==> config.mk <==
export PLATFORM = sky130hd
export DESIGN_NAME = sobel_frame_ctrl
export DESIGN_NICKNAME = d
export VERILOG_FILES = /design/src/rtl/sobel_pkg.sv /design/src/rtl/sobel_pix_counter.sv /design/src/rtl/sobel_frame_ctrl.sv
export SDC_FILE = /design/constraint.sdc
export NUM_CORES = 1
export LEC_CHECK = 0
export BUFFER_PORTS_ARGS = -buffer_cell sky130_fd_sc_hd__clkbuf_2
export CORE_UTILIZATION = 43
export DETAILED_ROUTE_END_ITERATION = 10
export GPL_TIMING_DRIVEN = 0
export HOLD_SLACK_MARGIN = 0.1
export PLACE_DENSITY = 0.69
export SLEW_MARGIN = 40
export SYNTH_ARGS = -nofsm -noshare
export SYNTH_HDL_FRONTEND = slang
export SYNTH_SLANG_ARGS = --single-unit
==> constraint.sdc <==
create_clock -name clk -period 2.6 [get_ports clk]
set_clock_uncertainty 0.2 [all_clocks]
set_input_delay 0.26 -clock clk [delete_from_list [all_inputs] [get_ports clk]]
set_output_delay 0.26 -clock clk [all_outputs]
set_load 0.02 [all_outputs]
==> src/rtl/sobel_pkg.sv <==
// Shared types and constants for the Sobel frame controller.
// Holds the FSM state encoding and the line-buffer ring arithmetic.
package sobel_pkg;

  localparam int unsigned NumLineBufs = 3;
  localparam int unsigned LbIdxW      = 2;

  typedef enum logic [1:0] {
    StIdle,
    StFill,
    StRun,
    StDone
  } frame_state_e;

  // Next index around the three-entry line-buffer ring.
  function automatic logic [LbIdxW-1:0] lb_idx_next(input logic [LbIdxW-1:0] idx);
    return (idx == LbIdxW'(NumLineBufs - 1)) ? '0 : idx + 1'b1;
  endfunction

endpackage

==> src/rtl/sobel_pix_counter.sv <==
// Raster-order row/column counter for the Sobel frame controller.
// Advances on en_i, wraps column into row and row into zero, holds on stall.
module sobel_pix_counter #(
  parameter int unsigned ROWS = 480,
  parameter int unsigned COLS = 640
) (
  input  logic                      clk,
  input  logic                      rst,
  input  logic                      clr_i,
  input  logic                      en_i,
  output logic [$clog2(COLS)-1:0]   col_o,
  output logic [$clog2(ROWS)-1:0]   row_o,
  output logic                      row_end_o,
  output logic                      frame_end_o
);

  localparam int unsigned CW = $clog2(COLS);
  localparam int unsigned RW = $clog2(ROWS);

  logic [CW-1:0] r_col;
  logic [RW-1:0] r_row;
  logic          w_col_last;
  logic          w_row_last;

  assign w_col_last = (r_col == CW'(COLS - 1));
  assign w_row_last = (r_row == RW'(ROWS - 1));

  always_ff @(posedge clk) begin
    if (rst || clr_i) begin
      r_col <= '0;
      r_row <= '0;
    end else if (en_i) begin
      if (w_col_last) begin
        r_col <= '0;
        r_row <= w_row_last ? '0 : r_row + 1'b1;
      end else begin
        r_col <= r_col + 1'b1;
      end
    end
  end

  assign col_o       = r_col;
  assign row_o       = r_row;
  assign row_end_o   = w_col_last;
  assign frame_end_o = w_col_last & w_row_last;

endmodule

==> src/rtl/sobel_frame_ctrl.sv <==
// Frame controller for a 3x3 Sobel window: FSM, line-buffer rotation, window valid.
// Define SOBEL_CTRL_STATUS_EN to add the err_o / frame_cnt_o status ports.
module sobel_frame_ctrl
  import sobel_pkg::*;
#(
  parameter int unsigned ROWS = 480,
  parameter int unsigned COLS = 640
) (
  input  logic                     clk,
  input  logic                     rst,
  input  logic                     start_i,
  input  logic                     pix_valid_i,
  output logic                     ready_o,
  output logic                     busy_o,
  output logic [NumLineBufs-1:0]   lb_wr_en_o,
  output logic [LbIdxW-1:0]        lb_rd_sel_o,
  output logic [$clog2(COLS)-1:0]  col_o,
  output logic [$clog2(ROWS)-1:0]  row_o,
  output logic                     win_valid_o,
`ifdef SOBEL_CTRL_STATUS_EN
  output logic                     err_o,
  output logic [15:0]              frame_cnt_o,
`endif
  output logic                     done_o
);

  localparam int unsigned CW = $clog2(COLS);
  localparam int unsigned RW = $clog2(ROWS);

  frame_state_e      r_state;
  logic              r_ready;
  logic              r_busy;
  logic              r_done;
  logic [LbIdxW-1:0] r_wr_idx;
  logic [CW-1:0]     r_col;
  logic [RW-1:0]     r_row;
  logic              r_win;

  logic              w_accept;
  logic [CW-1:0]     w_col;
  logic [RW-1:0]     w_row;
  logic              w_row_end;
  logic              w_frame_end;

  assign w_accept = pix_valid_i & r_ready;

  sobel_pix_counter #(
    .ROWS (ROWS),
    .COLS (COLS)
  ) u_pix_counter (
    .clk         (clk),
    .rst         (rst),
    .clr_i       (r_state == StDone),
    .en_i        (w_accept),
    .col_o       (w_col),
    .row_o       (w_row),
    .row_end_o   (w_row_end),
    .frame_end_o (w_frame_end)
  );

  always_ff @(posedge clk) begin
    if (rst) begin
      r_state  <= StIdle;
      r_ready  <= 1'b0;
      r_busy   <= 1'b0;
      r_done   <= 1'b0;
      r_wr_idx <= '0;
    end else begin
      r_done <= 1'b0;
      if (w_accept && w_row_end) begin
        r_wr_idx <= lb_idx_next(r_wr_idx);
      end
      case (r_state)
        StIdle: begin
          if (start_i) begin
            r_state <= StFill;
            r_ready <= 1'b1;
            r_busy  <= 1'b1;
          end
        end
        // Rows 0 and 1 only prime the line buffers; windows start from row 2.
        StFill: begin
          if (w_accept && w_row_end && (w_row == RW'(1))) begin
            r_state <= StRun;
          end
        end
        StRun: begin
          if (w_accept && w_frame_end) begin
            r_state <= StDone;
            r_ready <= 1'b0;
            r_busy  <= 1'b0;
            r_done  <= 1'b1;
          end
        end
        StDone: begin
          r_state  <= StIdle;
          r_wr_idx <= '0;
        end
        default: r_state <= StIdle;
      endcase
    end
  end

  // Position and window flag describe the pixel accepted on the previous edge.
  always_ff @(posedge clk) begin
    if (rst) begin
      r_col <= '0;
      r_row <= '0;
      r_win <= 1'b0;
    end else begin
      r_win <= w_accept && (w_row >= RW'(2)) && (w_col >= CW'(2));
      if (w_accept) begin
        r_col <= w_col;
        r_row <= w_row;
      end
    end
  end

  assign ready_o     = r_ready;
  assign busy_o      = r_busy;
  assign done_o      = r_done;
  assign col_o       = r_col;
  assign row_o       = r_row;
  assign win_valid_o = r_win;
  assign lb_rd_sel_o = lb_idx_next(r_wr_idx);
  assign lb_wr_en_o  = w_accept ? (NumLineBufs'(1) << r_wr_idx) : '0;

`ifdef SOBEL_CTRL_STATUS_EN
  logic        r_err;
  logic [15:0] r_frame_cnt;

  always_ff @(posedge clk) begin
    if (rst) begin
      r_err       <= 1'b0;
      r_frame_cnt <= '0;
    end else begin
      if (start_i && (r_state != StIdle)) begin
        r_err <= 1'b1;
      end else if (pix_valid_i && (r_state == StDone)) begin
        r_err <= 1'b1;
      end else if (start_i && (r_state == StIdle)) begin
        r_err <= 1'b0;
      end
      if (r_done) begin
        r_frame_cnt <= r_frame_cnt + 16'd1;
      end
    end
  end

  assign err_o       = r_err;
  assign frame_cnt_o = r_frame_cnt;
`endif

endmodule

Word-level counts from Yosys, hierarchy flattened
Cells that the tools add are included.
- bits in registers: 45
- input port bits: 4
- word-level logic and storage cells: 53
- add/subtract/negate cells: 3
- magnitude comparators: 2
- equal/unequal tests: 10
- shift-type cells: 1
- multiplexer cells: 12
- bitwise logic cells: 3
- reduce and logical (&&, ||, !) cells: 13
- operator list (cell ; number):
    $add 10x1->10 const B ; 1
    $eq 10x10->1 const B ; 1
    $ge 10x2->1 const B ; 1
    $mux 10 ; 1
    $add 9x1->9 const B ; 1
    $eq 9x1->1 const B ; 1
    $eq 9x9->1 const B ; 1
    $ge 9x2->1 const B ; 1
    $mux 9 ; 1
    $mux 2 ; 4
    $pmux 2 s4 ; 1
    $eq 2x2->1 const B ; 3
    $ne 2x2->1 const B ; 3
    $reduce_and 3->1 ; 2
    $logic_and 1x1->1 ; 5
    $reduce_or 2->1 ; 2
    $mux 1 ; 3
    $mux 3 ; 1
    $shl 1x2->3 const A ; 1
    $add 2x1->2 const B ; 1
    $and 1x1->1 ; 2
    $eq 2x1->1 const B ; 1
    $logic_not 2->1 ; 1
    $pmux 1 s2 ; 1
    other kinds (4) ; 4

Depth between registers and ports, before layout
- word-level depth: 5
- mapped depth: 8
- gate-level depth less buffers: 6

Modules after synthesis
From an unflattened synthesis, not the netlist that was laid out.
- cells, all modules: 233
- area total of the unflattened synthesis: 2024.4 µm²
- by module, submodules not included (module ; times used ; cells each ; area an instance (µm²)):
    sobel_frame_ctrl ; 1 ; 132 ; 1089.8
    sobel_pix_counter ; 1 ; 101 ; 934.6

Worst setup path after synthesis
No wires, ideal clock.
- path type: reg-to-reg
- start point: reg u_pix_counter.r_col[1] (netlist: u_pix_counter.col_o[1])
- end point: reg u_pix_counter.r_row[8] (netlist: u_pix_counter.row_o[8])
- library setup time: 0.115 ns
- arrival: 1.767 ns
- slack: 0.518 ns
- cell stages (with the launch flop): 8
- path through: dfxtp_1 ha_1 and4_1 buf_2 nand4_4 or4_4 nand2_2 nor2_1
- cells in the longest elaborated chain, start to end: 2
- ends and longest elaborated chain (item ; line ; source):
    start: declaration ; sobel_pix_counter.sv:20 ; logic [CW-1:0] r_col;
    start signal: assignment ; sobel_pix_counter.sv:37 ; r_col <= r_col + 1'b1;
    $eq 10x10->1 ; sobel_pix_counter.sv:25 ; assign w_col_last = (r_col == CW'(COLS - 1));
    $reduce_and 2->1 (no line) ; n/a ;
    end signal: assignment ; sobel_pix_counter.sv:35 ; r_row <= w_row_last ? '0 : r_row + 1'b1;
    end: declaration ; sobel_pix_counter.sv:21 ; logic [RW-1:0] r_row;
No other way between the ends.
A chain may end at the register's enable or synchronous reset.

Worst setup path after layout
- start point: reg u_pix_counter.r_col[1] (netlist: u_pix_counter.col_o[1])
- end point: reg u_pix_counter.r_row[7] (netlist: u_pix_counter.row_o[7])
Same word-level chain as after synthesis.

==> impl_metrics.csv <==
group,metric,value,unit
run_status,violations,"design-rule violations",
power_and_ir_drop,p_comb_share,16.1,%
worst_hold_path,hp-class,"primary input to flip-flop",
synthesis,synthCells,242,
finish,layout-drive-gt1-share,16.7,%
clock_network,cts_tree,"yes",
global_routing,grt_max_degree,14,
placed_design,dp_hpwl,2.95,mm
placed_design,port_buffers,30,
worst_hold_path,min_to,"done_o$_SDFF_PP0_",
routing,firstDrtPassIters,8,
setup_path,rr_worst_depth,7,
clock_network,h-tree-depth,2,
power_and_ir_drop,power_frac_seq,48.2,%
worst_hold_path,min_from,"rst",
die,io_pins,32,
global_routing,grt_pass1_wl,7.12,mm
timing,min_period,2.37,ns
setup_path,rr_endpoint,"u_pix_counter.row_o[7]$_SDFFE_PP0P_",
clock_network,clock-sinks,45,
setup_path,crit_arrival,2.37,ns
run,cap_violations,0,
synthesis,synth-seq-area-share,44.5,%
run_status,outcome,"complete, but fails checks",
placed_design,dp.cells,324,
power_and_ir_drop,power_density,649,mW/mm^2
synthesis,synthAdderAreaFrac,5.56,%
synthesis,yosys.area_share.simple,28.4,%
setup_path,path_buf_inv,1,
power_and_ir_drop,pwr-share-clk,35.8,%
routing,drc,8,
clock_network,path_clk_slew,0.08,ns
timing,post-route-period-util,91.3,%
clock_network,post-cts-setup-buffer-count,0,
routing,drt-initial-drc-count,103,
finish,final_cells,333,
global_routing,grt_usage,18.1,%
clock_network,cts_root_buf,"clkbuf_8",
finish,nets,293,
placed_design,gp_congestion,0.856,
clock_network,cts_buffers,5,
routing,vias_per_cell,5.14,
synthesis,ys_ff_latch,45,
clock_network,cts-resized-gates,0,
synthesis,yosysWarnings,0,
synthesis,synth_mux_area_share,0.989,%
timing,grt_setup_unrepaired,"false",
die,die-area,0.00499,mm^2
worst_hold_path,whs_path_depth,2,
routing,routed_wl,4.19,mm
timing,max_freq,421,MHz
power_and_ir_drop,p_leak,0.000897,uW
setup_path,slowest_stage,"or4_4",
die,std_cell_rows,24,
timing,timing.setup.tns,0,ns
synthesis,yosysMostFrequentCell,"nand2_1",
synthesis,syn_avg_cell_area,8.37,um^2
synthesis,synth_cell_types,36,
setup_path,crit_family,"simple AND/OR/NAND/NOR gates",
setup_path,worst_ep_required_time,2.60,ns
finish,syn_to_final_growth,16.9,%
setup_path,critPathKind,"flip-flop to flip-flop",
die,initial_utilization,45.6,%
finish,antenna_cells,0,
power_and_ir_drop,switching_share,27.3,%
clock_network,ctsHoldBuffers,1,
timing,hold_viol,0,
power_and_ir_drop,intPower,1120,uW
setup_path,crit_fanout,10,
synthesis,ys.flop_type,"dfxtp_1",
timing,slew_headroom,65.2,%
synthesis,synth_edf_count,0,
routing,ant_nets,0,
synthesis,synth_top_cell_area_share,44.5,%
die,die_x,70.6,um
synthesis,synth_top_family_by_area,"simple AND/OR/NAND/NOR gates",
timing,tightest_slew,0.522,ns
synthesis,synth.area.top_cells,"dfxtp_1 44%, nand2_1 9.3%, ha_1 5.6%",
die,chipHeight,70.6,um
die,coreArea,0.00444,mm^2
synthesis,synth_top_area_cell,"dfxtp_1",
timing,setup_viol_count_final,0,
setup_path,end_kind,"flip-flop",
synthesis,synthXorXnorAreaFrac,6.92,%
synthesis,synthesis.area,0.00202,mm^2
timing,slew_violations,0,
global_routing,grt_antenna_before_repair,0,
routing,vias,1713,
setup_path,rr_startpoint,"u_pix_counter.col_o[1]$_SDFFE_PP0P_",
setup_path,crit_chain,"ha_1 -> and4_1 -> buf_2 -> nand4_4 -> or4_4 -> nand2_2 -> nor2_1",
setup_path,startpoint_type,"flip-flop",
global_routing,grt_overflow,0,
clock_network,clockBufferDepth,2,
synthesis,synth_compound_area_share,8.78,%
synthesis,async_reset_ff_share,0,%
power_and_ir_drop,ir_drop,272,uV
synthesis,syn_nets,255,
power_and_ir_drop,power_switching,420,uW
synthesis,ys_top_cells_by_count,"50 x nand2_1, 45 x dfxtp_1, 28 x nor2_1",
routing,post_drt_wl_per_cell,12.6,um
global_routing,grt_pass1_vias,1523,
setup_path,cpPeakStageDelay,0.61,ns
clock_network,clk_latency,0.30,ns
setup_path,reg2reg_slack,0.23,ns
[worst reg2reg max path, cell delays in order (launching register included)]
cell and delay, ns:
dfxtp_1 0.45, ha_1 0.25, and4_1 0.19, buf_2 0.17, nand4_4 0.20, or4_4 0.61
nand2_2 0.15, nor2_1 0.06
[per-stage QoR]
stage	total power (uW)	area [um^2]	utilization [%]	hold slack, ns	setup WS [ns]
after floorplan	938	2020	-	0.236	0.518
after global placement	998	2240	50.4	0.242	0.289
after detailed placement	1000	2240	50.4	0.247	0.257
after CTS	1540	2370	53.2	0.208	0.234
after global routing	1610	2370	53.2	0.264	0.111
final	1540	2370	53.2	0.201	0.227
[kinds of logic after synthesis]
group / after synthesis
adders and majority gates: 9
DFF: 45
and+or+nand+nor: 119
buffers and inverters: 21
xor gates and xnor gates: 16
AOI/OAI and AO/OA: 30
muxes: 2
[sequential cells by signal, summed over array words and instances (netlist names)]
name,count
done_o,1
row_o,9
u_pix_counter.col_o,10
r_state,2
r_wr_idx,2
col_o,10
u_pix_counter.row_o,9
win_valid_o,1
busy_o,1
[power groups by stage]
| stage | Sequential (uW) | Clock (uW) | Combinational, uW |
|---|---|---|---|
| finish | 740 | 549 | 247 |
| global route | 745 | 583 | 280 |
| CTS | 740 | 552 | 251 |
| detailed placement | 757 | 0 | 248 |
| global placement | 755 | 0 | 243 |
| floorplan | 755 | 0 | 183 |
[worst max-delay path by stage]
stage | startpoint | end | slack, ns | depth (start not counted)
finish | u_pix_counter.col_o[1]$_SDFFE_PP0P_ | u_pix_counter.row_o[7]$_SDFFE_PP0P_ | 0.23 | 7
global route | u_pix_counter.row_o[1]$_SDFFE_PP0P_ | r_state[1]$_SDFFE_PP0P_ | 0.11 | 6
CTS | u_pix_counter.col_o[1]$_SDFFE_PP0P_ | u_pix_counter.row_o[7]$_SDFFE_PP0P_ | 0.23 | 7
detailed placement | u_pix_counter.col_o[1]$_SDFFE_PP0P_ | u_pix_counter.row_o[7]$_SDFFE_PP0P_ | 0.26 | 7
global placement | u_pix_counter.col_o[1]$_SDFFE_PP0P_ | u_pix_counter.row_o[3]$_SDFFE_PP0P_ | 0.29 | 7
floorplan | u_pix_counter.col_o[1]$_SDFFE_PP0P_ | u_pix_counter.row_o[8]$_SDFFE_PP0P_ | 0.52 | 7
[cell usage in the layout (no fill, tap or decap), types with 2 or more instances in the layout]
master / count
nand2_1: 50
xnor2_1: 7
nand3_1: 6
mux2i_1: 2
a21oi_1: 22
nand2b_1: 4
nor3b_1: 2
nor4_1: 5
nor2_1: 28
clkbuf_8: 6
a22oi_1: 2
xor2_1: 9
clkbuf_1: 10
and4_1: 3
ha_1: 9
nor3_1: 5
or3_1: 2
inv_1: 8
nand4_1: 6
buf_6: 2
clkbuf_2: 30
dfxtp_1: 45
[area by class of cell]
| cell class | instances | area (um^2) |
|---|---|---|
| repair buffers | 31 | 160 |
| well taps | 52 | 65.1 |
| multi-input cells | 176 | 1020 |
| inverters | 8 | 30.0 |
| clock buffers | 7 | 86.3 |
| flip-flops and latches | 45 | 901 |
| plain buffers | 13 | 68.8 |
| fillers | 441 | 2080 |
| clock inverters | 1 | 30.0 |
[per-layer routing]
layer,global-route usage (%),wire (um),up-vias
met4,5.33,57,0
met2,29.6,1910,34
met5,0,0,-
li1,-,-,883
met3,3.99,151,5
met1,24.3,2070,791
(Power assumes the default switching activity.)
